[config.mk]
export PLATFORM = sky130hd
export DESIGN_NAME = vga_line_prefetch
export DESIGN_NICKNAME = d
export VERILOG_FILES = /design/src/rtl/vga_line_prefetch.sv
export SDC_FILE = /design/constraint.sdc
export NUM_CORES = 1
export LEC_CHECK = 0
export CAP_MARGIN = 20
export CORE_MARGIN = 2
export CORE_UTILIZATION = 60
export CTS_BUF_LIST = sky130_fd_sc_hd__clkbuf_4 sky130_fd_sc_hd__clkbuf_8
export CTS_CLUSTER_DIAMETER = 200
export DETAILED_ROUTE_END_ITERATION = 10
export MAX_ROUTING_LAYER = met4
export PLACE_DENSITY = 0.85
export REMOVE_ABC_BUFFERS = 1
export SLEW_MARGIN = 10
export SYNTH_ARGS = -nofsm -noshare
export SYNTH_HDL_FRONTEND = slang
export SYNTH_SLANG_ARGS = --single-unit
[constraint.sdc]
create_clock -name clk -period 3.58 [get_ports clk]
set_input_delay 0.716 -clock clk [delete_from_list [all_inputs] [get_ports clk]]
set_output_delay 0.716 -clock clk [all_outputs]
set_load 0.03 [all_outputs]
[src/rtl/vga_line_prefetch.sv]
// vga_line_prefetch
//   Pixel source in front of the VGA timing controller. On each accepted
//   line_start it fetches H_VISIBLE pixels from a frame buffer over a
//   variable-latency read port into a small FIFO, and pops one pixel per
//   clock while the controller's active flag is high. frame_start rewinds
//   the fetch position to the top of the frame and flushes the FIFO.
//
//   Ports:
//     clk, rst           pixel clock, asynchronous active-high reset
//     frame_start        one-cycle new-frame pulse (controller screenend)
//     line_start         one-cycle pulse ahead of each line's active window
//     active             controller visible-pixel flag
//     color_out          registered pixel to the controller colour input
//     mem_req/mem_addr   read request and word address (held until mem_ack)
//     mem_ack            request accepted this cycle
//     mem_rvalid/rdata   in-order read responses, any latency >= 1
//     underflow          sticky error flag (FIFO empty while active, or a
//                        line_start arriving before the previous line was
//                        fully requested)
//     fifo_level         current FIFO occupancy
module vga_line_prefetch #(
  parameter int unsigned       H_VISIBLE       = 1024,
  parameter int unsigned       V_VISIBLE       = 768,
  parameter int unsigned       FIFO_DEPTH      = 16,
  parameter int unsigned       ADDR_W          = 20,
  parameter logic [ADDR_W-1:0] BASE_ADDR       = '0,
  parameter logic [23:0]       UNDERFLOW_COLOR = 24'hFF00FF
) (
  input  logic                          clk,
  input  logic                          rst,
  input  logic                          frame_start,
  input  logic                          line_start,
  input  logic                          active,
  output logic [23:0]                   color_out,
  output logic                          mem_req,
  output logic [ADDR_W-1:0]             mem_addr,
  input  logic                          mem_ack,
  input  logic                          mem_rvalid,
  input  logic [23:0]                   mem_rdata,
  output logic                          underflow,
  output logic [$clog2(FIFO_DEPTH):0]   fifo_level
);

  localparam int unsigned LVL_W = $clog2(FIFO_DEPTH) + 1;
  localparam int unsigned PTR_W = $clog2(FIFO_DEPTH);
  localparam int unsigned CNT_W = $clog2(H_VISIBLE + 1);
  localparam int unsigned Y_W   = $clog2(V_VISIBLE + 1);

  localparam logic [LVL_W:0]      DEPTH_W  = (LVL_W + 1)'(FIFO_DEPTH);
  localparam logic [CNT_W-1:0]    H_CNT    = CNT_W'(H_VISIBLE);
  localparam logic [Y_W-1:0]      V_CNT    = Y_W'(V_VISIBLE);
  localparam logic [ADDR_W-1:0]   H_STRIDE = ADDR_W'(H_VISIBLE);

  typedef enum logic {IDLE, FETCH} state_t;

  state_t              state_q, state_d;
  logic [CNT_W-1:0]    fetch_cnt_q, fetch_cnt_d;
  logic [Y_W-1:0]      y_q, y_d;
  logic [ADDR_W-1:0]   line_addr_q, line_addr_d;
  logic [ADDR_W-1:0]   mem_addr_q, mem_addr_d;
  logic [LVL_W-1:0]    out_q, out_d;
  logic [LVL_W-1:0]    disc_q, disc_d;
  logic [LVL_W-1:0]    level_q, level_d;
  logic [PTR_W-1:0]    wr_ptr_q, wr_ptr_d;
  logic [PTR_W-1:0]    rd_ptr_q, rd_ptr_d;
  logic [23:0]         color_q, color_d;
  logic                uf_q, uf_d;

  logic [23:0]         fifo_mem [FIFO_DEPTH];

  logic                credit_ok;
  logic                xfer;
  logic                push;
  logic                pop;

  // Outstanding reads are counted against FIFO space, so every response
  // always has a slot waiting for it.
  assign credit_ok = ({1'b0, level_q} + {1'b0, out_q}) < DEPTH_W;
  assign mem_req   = (state_q == FETCH) && (fetch_cnt_q < H_CNT) && credit_ok;
  assign xfer      = mem_req && mem_ack;
  assign pop       = active && (level_q != '0);
  // Responses to reads issued before the last frame_start are dropped.
  assign push      = mem_rvalid && (disc_q == '0) && !frame_start;

  always_comb begin
    state_d     = state_q;
    fetch_cnt_d = fetch_cnt_q;
    y_d         = y_q;
    line_addr_d = line_addr_q;
    mem_addr_d  = mem_addr_q;
    out_d       = out_q;
    disc_d      = disc_q;
    level_d     = level_q;
    wr_ptr_d    = wr_ptr_q;
    rd_ptr_d    = rd_ptr_q;
    color_d     = '0;
    uf_d        = uf_q;

    // Request side
    if (xfer) begin
      mem_addr_d  = mem_addr_q + ADDR_W'(1);
      fetch_cnt_d = fetch_cnt_q + CNT_W'(1);
      if (fetch_cnt_q == H_CNT - CNT_W'(1)) begin
        state_d     = IDLE;
        y_d         = y_q + Y_W'(1);
        line_addr_d = line_addr_q + H_STRIDE;
      end
    end

    // Outstanding-read bookkeeping
    if (xfer && !mem_rvalid) begin
      out_d = out_q + LVL_W'(1);
    end else if (!xfer && mem_rvalid) begin
      out_d = out_q - LVL_W'(1);
    end
    if (mem_rvalid && (disc_q != '0)) begin
      disc_d = disc_q - LVL_W'(1);
    end

    // FIFO push/pop and the registered pixel output
    if (push) begin
      wr_ptr_d = wr_ptr_q + PTR_W'(1);
    end
    if (active) begin
      if (pop) begin
        color_d  = fifo_mem[rd_ptr_q];
        rd_ptr_d = rd_ptr_q + PTR_W'(1);
      end else begin
        color_d = UNDERFLOW_COLOR;
        uf_d    = 1'b1;
      end
    end
    if (push && !pop) begin
      level_d = level_q + LVL_W'(1);
    end else if (!push && pop) begin
      level_d = level_q - LVL_W'(1);
    end

    // frame_start overrides everything above except output and counters of
    // reads already on the bus, which become the discard count.
    if (frame_start) begin
      state_d     = IDLE;
      y_d         = '0;
      line_addr_d = BASE_ADDR;
      mem_addr_d  = BASE_ADDR;
      disc_d      = out_d;
      level_d     = '0;
      wr_ptr_d    = '0;
      rd_ptr_d    = '0;
    end else if (line_start) begin
      if (state_q == FETCH) begin
        uf_d = 1'b1;
      end else if (y_q < V_CNT) begin
        state_d     = FETCH;
        fetch_cnt_d = '0;
        mem_addr_d  = line_addr_q;
      end
    end
  end

  always_ff @(posedge clk or posedge rst) begin
    if (rst) begin
      state_q     <= IDLE;
      fetch_cnt_q <= '0;
      y_q         <= '0;
      line_addr_q <= BASE_ADDR;
      mem_addr_q  <= BASE_ADDR;
      out_q       <= '0;
      disc_q      <= '0;
      level_q     <= '0;
      wr_ptr_q    <= '0;
      rd_ptr_q    <= '0;
      color_q     <= '0;
      uf_q        <= 1'b0;
    end else begin
      state_q     <= state_d;
      fetch_cnt_q <= fetch_cnt_d;
      y_q         <= y_d;
      line_addr_q <= line_addr_d;
      mem_addr_q  <= mem_addr_d;
      out_q       <= out_d;
      disc_q      <= disc_d;
      level_q     <= level_d;
      wr_ptr_q    <= wr_ptr_d;
      rd_ptr_q    <= rd_ptr_d;
      color_q     <= color_d;
      uf_q        <= uf_d;
    end
  end

  always_ff @(posedge clk) begin
    if (push) begin
      fifo_mem[wr_ptr_q] <= mem_rdata;
    end
  end

  assign color_out  = color_q;
  assign mem_addr   = mem_addr_q;
  assign underflow  = uf_q;
  assign fifo_level = level_q;

endmodule

==> impl_metrics.tcl <==
set metrics [dict create \
    clk_pin_slew_ns 0.06 \
    power_density_nw_per_um2 617 \
    cts_tree "done" \
    regArea_sq_um 14000 \
    p_sw_frac 0.275 \
    avgSynthCellArea_sq_um 17.5 \
    cap_viol_max_count 0 \
    cts_buffers 75 \
    internal_power_uw 10200 \
    min_period_ns 3.34 \
    ys_seq_elements 484 \
    grt_pass1_wl_mm 65.1 \
    multi_input_area_sq_um 5400 \
    dr.pass1.iters 5 \
    cts_buffer_depth 3 \
    nNetsFinal 1330 \
    setup-violations-final 0 \
    finClkSkew_ns 0.0283 \
    ys.flop_type "edfxtp_1" \
    synth_top_family_by_area "multiplexers" \
    port_buffers 81 \
    die_w_um 185 \
    syn_inst 1125 \
    syn_area_sq_um 19700 \
    num_vias 11053 \
    slew_headroom 0.299 \
    viasPerCell 6.22 \
    drive_above_1_share 0.234 \
    critPathRequiredTime_ns 2.86 \
    comb_power_share 0.206 \
    async_flop_share 0.207 \
    p_seq_frac 0.465 \
    die_h_um 185 \
    n_antenna_cell 0 \
    synth_compound_area_frac 0.0272 \
    final_max_slew_viol_count 0 \
    max_freq_mhz 300 \
    muxShareOfSynthArea 0.139 \
    clkPwrFrac 0.329 \
    initial_core_util 0.607 \
    arrival_ns 2.62 \
    dp_hpwl_mm 25.8 \
    post_cts_resized 0 \
    dr.first_iter.drc_count 1365 \
    area_growth_pct 16.0 \
    grt_usage 0.267 \
    pre_cts_ws_ns 0.542 \
    antenna_found_initial 0 \
    cts.htree.levels 3 \
    tightest_slew_ns 1.05 \
    synth_edf_count 384 \
    ioPinCount 82 \
    nFillCells 1897 \
    hold_depth 2 \
    grt_pass1_vias 11422 \
    drc 0 \
    ys_types 54 \
    status "completed" \
    routed_wl_mm 42.3 \
    wl_per_cell_um 23.8 \
    grt_max_degree 48 \
    place.gp.congestion 0.894 \
    insertion_delay_ns 0.63 \
    cp-start-kind "register" \
    synth-xor-area-share 0.0205 \
    critPathMaxFanout 8 \
    ir_drop_mv 0.469 \
    ant_nets 0 \
    core.rowCount 66 \
    end_kind "primary output" \
    yosys_warnings 0 \
    whs_ns 0.404 \
    path_class "reg2out" \
    min_period_over_period 0.932 \
    grt_setup_unrepaired "false" \
    grt.overflow.total 0 \
    fin_ws_ns 0.243 \
    p_total_uw 14100 \
    hold_viol 0 \
    tns_ns 0 \
    switchingPower_uw 3880 \
    post_cts_buffers 0 \
    leakagePower_uw 0.00765 \
    ctsHoldBuffers 0 \
    reg2regPathDepth 11 \
    synth_adder_area_share 0.0137 \
    clockRootBuffer "clkbuf_8" \
    dieArea_sq_um 34300 \
    cts_sinks 484 \
    hold_class "in2reg" \
    ys_seq_area_frac 0.712 \
    synthSimpleGateAreaFrac 0.0720 \
    core_sq_um 32500 \
]
==> worst max-delay path: stages (launching register included) <==
cell and delay (ns):
dfrtp_1 0.52, ha_1 0.29, and4_1 0.21, o21ai_2 0.15
and3_1 0.16, clkdlybuf4s50_1 0.67
==> per-stage QoR <==
stage	cell area (sq um)	utilization	std cells
global placement	21300	0.657	1643
floorplan	19500	-	1071
finish	22800	0.704	1778
global route	22800	0.704	1778
detailed placement	21300	0.657	1643
CTS	22800	0.704	1778
==> power by group through the flow <==
| stage | clock network, uW | registers, uW | logic (uW) |
|---|---|---|---|
| floorplan | 0 | 7080 | 1640 |
| global placement | 0 | 6660 | 2840 |
| detailed placement | 0 | 6660 | 2900 |
| CTS | 4720 | 6550 | 2920 |
| global route | 4940 | 6580 | 3120 |
| finish | 4640 | 6560 | 2900 |
==> state kept, by name, indices dropped and copies added, names as in the netlist, 4 cells and up <==
register / cells
mem_addr: 20
fetch_cnt_q: 11
color_out: 24
y_q: 10
rd_ptr_q: 4
wr_ptr_q: 4
disc_q: 5
fifo_mem: 384
out_q: 5
fifo_level: 5
line_addr_q: 10
==> Yosys cell counts, types with 10 or more instances <==
cell	n	share of area
edfxtp_1	384	0.59
mux4_2	104	0.12
nor2_1	101	0.019
dfrtp_1	100	0.13
nand2_1	41	0.0078
mux2i_1	38	0.019
xnor2_1	32	0.014
nand3_1	31	0.0079
clkbuf_1	29	0.0055
o21ai_0	28	0.0071
a21oi_1	25	0.0064
ha_1	20	0.013
inv_1	16	0.0030
buf_2	15	0.0038
xor2_1	14	0.0062
nand4_1	13	0.0041
nor3_1	12	0.0030
nor4_1	12	0.0038
or4_1	10	0.0038
==> cell families after synthesis <==
| kind of cell | Yosys count |
|---|---|
| AOI/OAI and AO/OA | 87 |
| xor gates and xnor gates | 46 |
| adders and majority gates | 21 |
| buffers and inverters | 70 |
| DFF | 484 |
| muxes | 143 |
| and+or+nand+nor | 274 |
==> path summary, 6_finish.rpt <==
| path | endpoint | slack (ns) | startpoint |
|---|---|---|---|
| worst min register to register | underflow$_DFF_PP0_ | 0.50 | underflow$_DFF_PP0_ |
| max in group asynchronous | mem_addr[7]$_DFF_PP0_ | 2.38 | rst |
| worst max-delay path | mem_req | 0.24 | out_q[1]$_DFF_PP0_ |
| worst min-delay path | wr_ptr_q[2]$_DFFE_PP0P_ | 0.40 | frame_start |
| min in group asynchronous | line_addr_q[13]$_DFFE_PP0P_ | 0.52 | rst |
| worst max register to register | fifo_level[4]$_DFFE_PP0P_ | 0.63 | disc_q[0]$_DFFE_PP0P_ |
==> routing by layer <==
layer / vias up / global-route usage / wire length (um)
met4: 0 / 0.110 / 1340
li1: 4748 / - / -
met5: - / - / 0
met2: 549 / 0.423 / 21100
met3: 90 / 0.0480 / 3170
met1: 5666 / 0.348 / 16700
==> placed cells by master, fill, tap and decap left out, types with 3 or more instances in the layout <==
cell type / instances
and4_1: 8
o21ai_0: 28
mux2i_1: 38
nor4_1: 12
clkdlybuf4s50_1: 80
mux4_2: 104
xnor2_1: 32
a211oi_1: 6
clkbuf_8: 88
nor4b_1: 4
buf_12: 6
clkinv_2: 5
o31ai_1: 8
clkinv_1: 9
xor2_1: 14
nand3_1: 31
nor2_2: 17
nand2_1: 41
dfrtp_1: 97
nor3_1: 12
a21oi_1: 25
or3_1: 8
nand4_1: 13
a21o_1: 4
clkbuf_4: 27
nor2b_1: 9
nor2_1: 85
and3_1: 6
nor3b_1: 3
o2111ai_1: 3
ha_1: 20
inv_1: 15
or4_1: 10
and2_1: 3
buf_4: 43
edfxtp_1: 384
==> layout make-up <==
type / instances / area share
Tap cell: 442 / 0.0242
Inverter: 16 / 0.00274
Multi-Input combinational cell: 571 / 0.236
Sequential cell: 484 / 0.615
Clock buffer: 115 / 0.0619
Timing Repair Buffer: 130 / 0.0546
Clock inverter: 20 / 0.00553
Power figures use the tool's default switching activity.
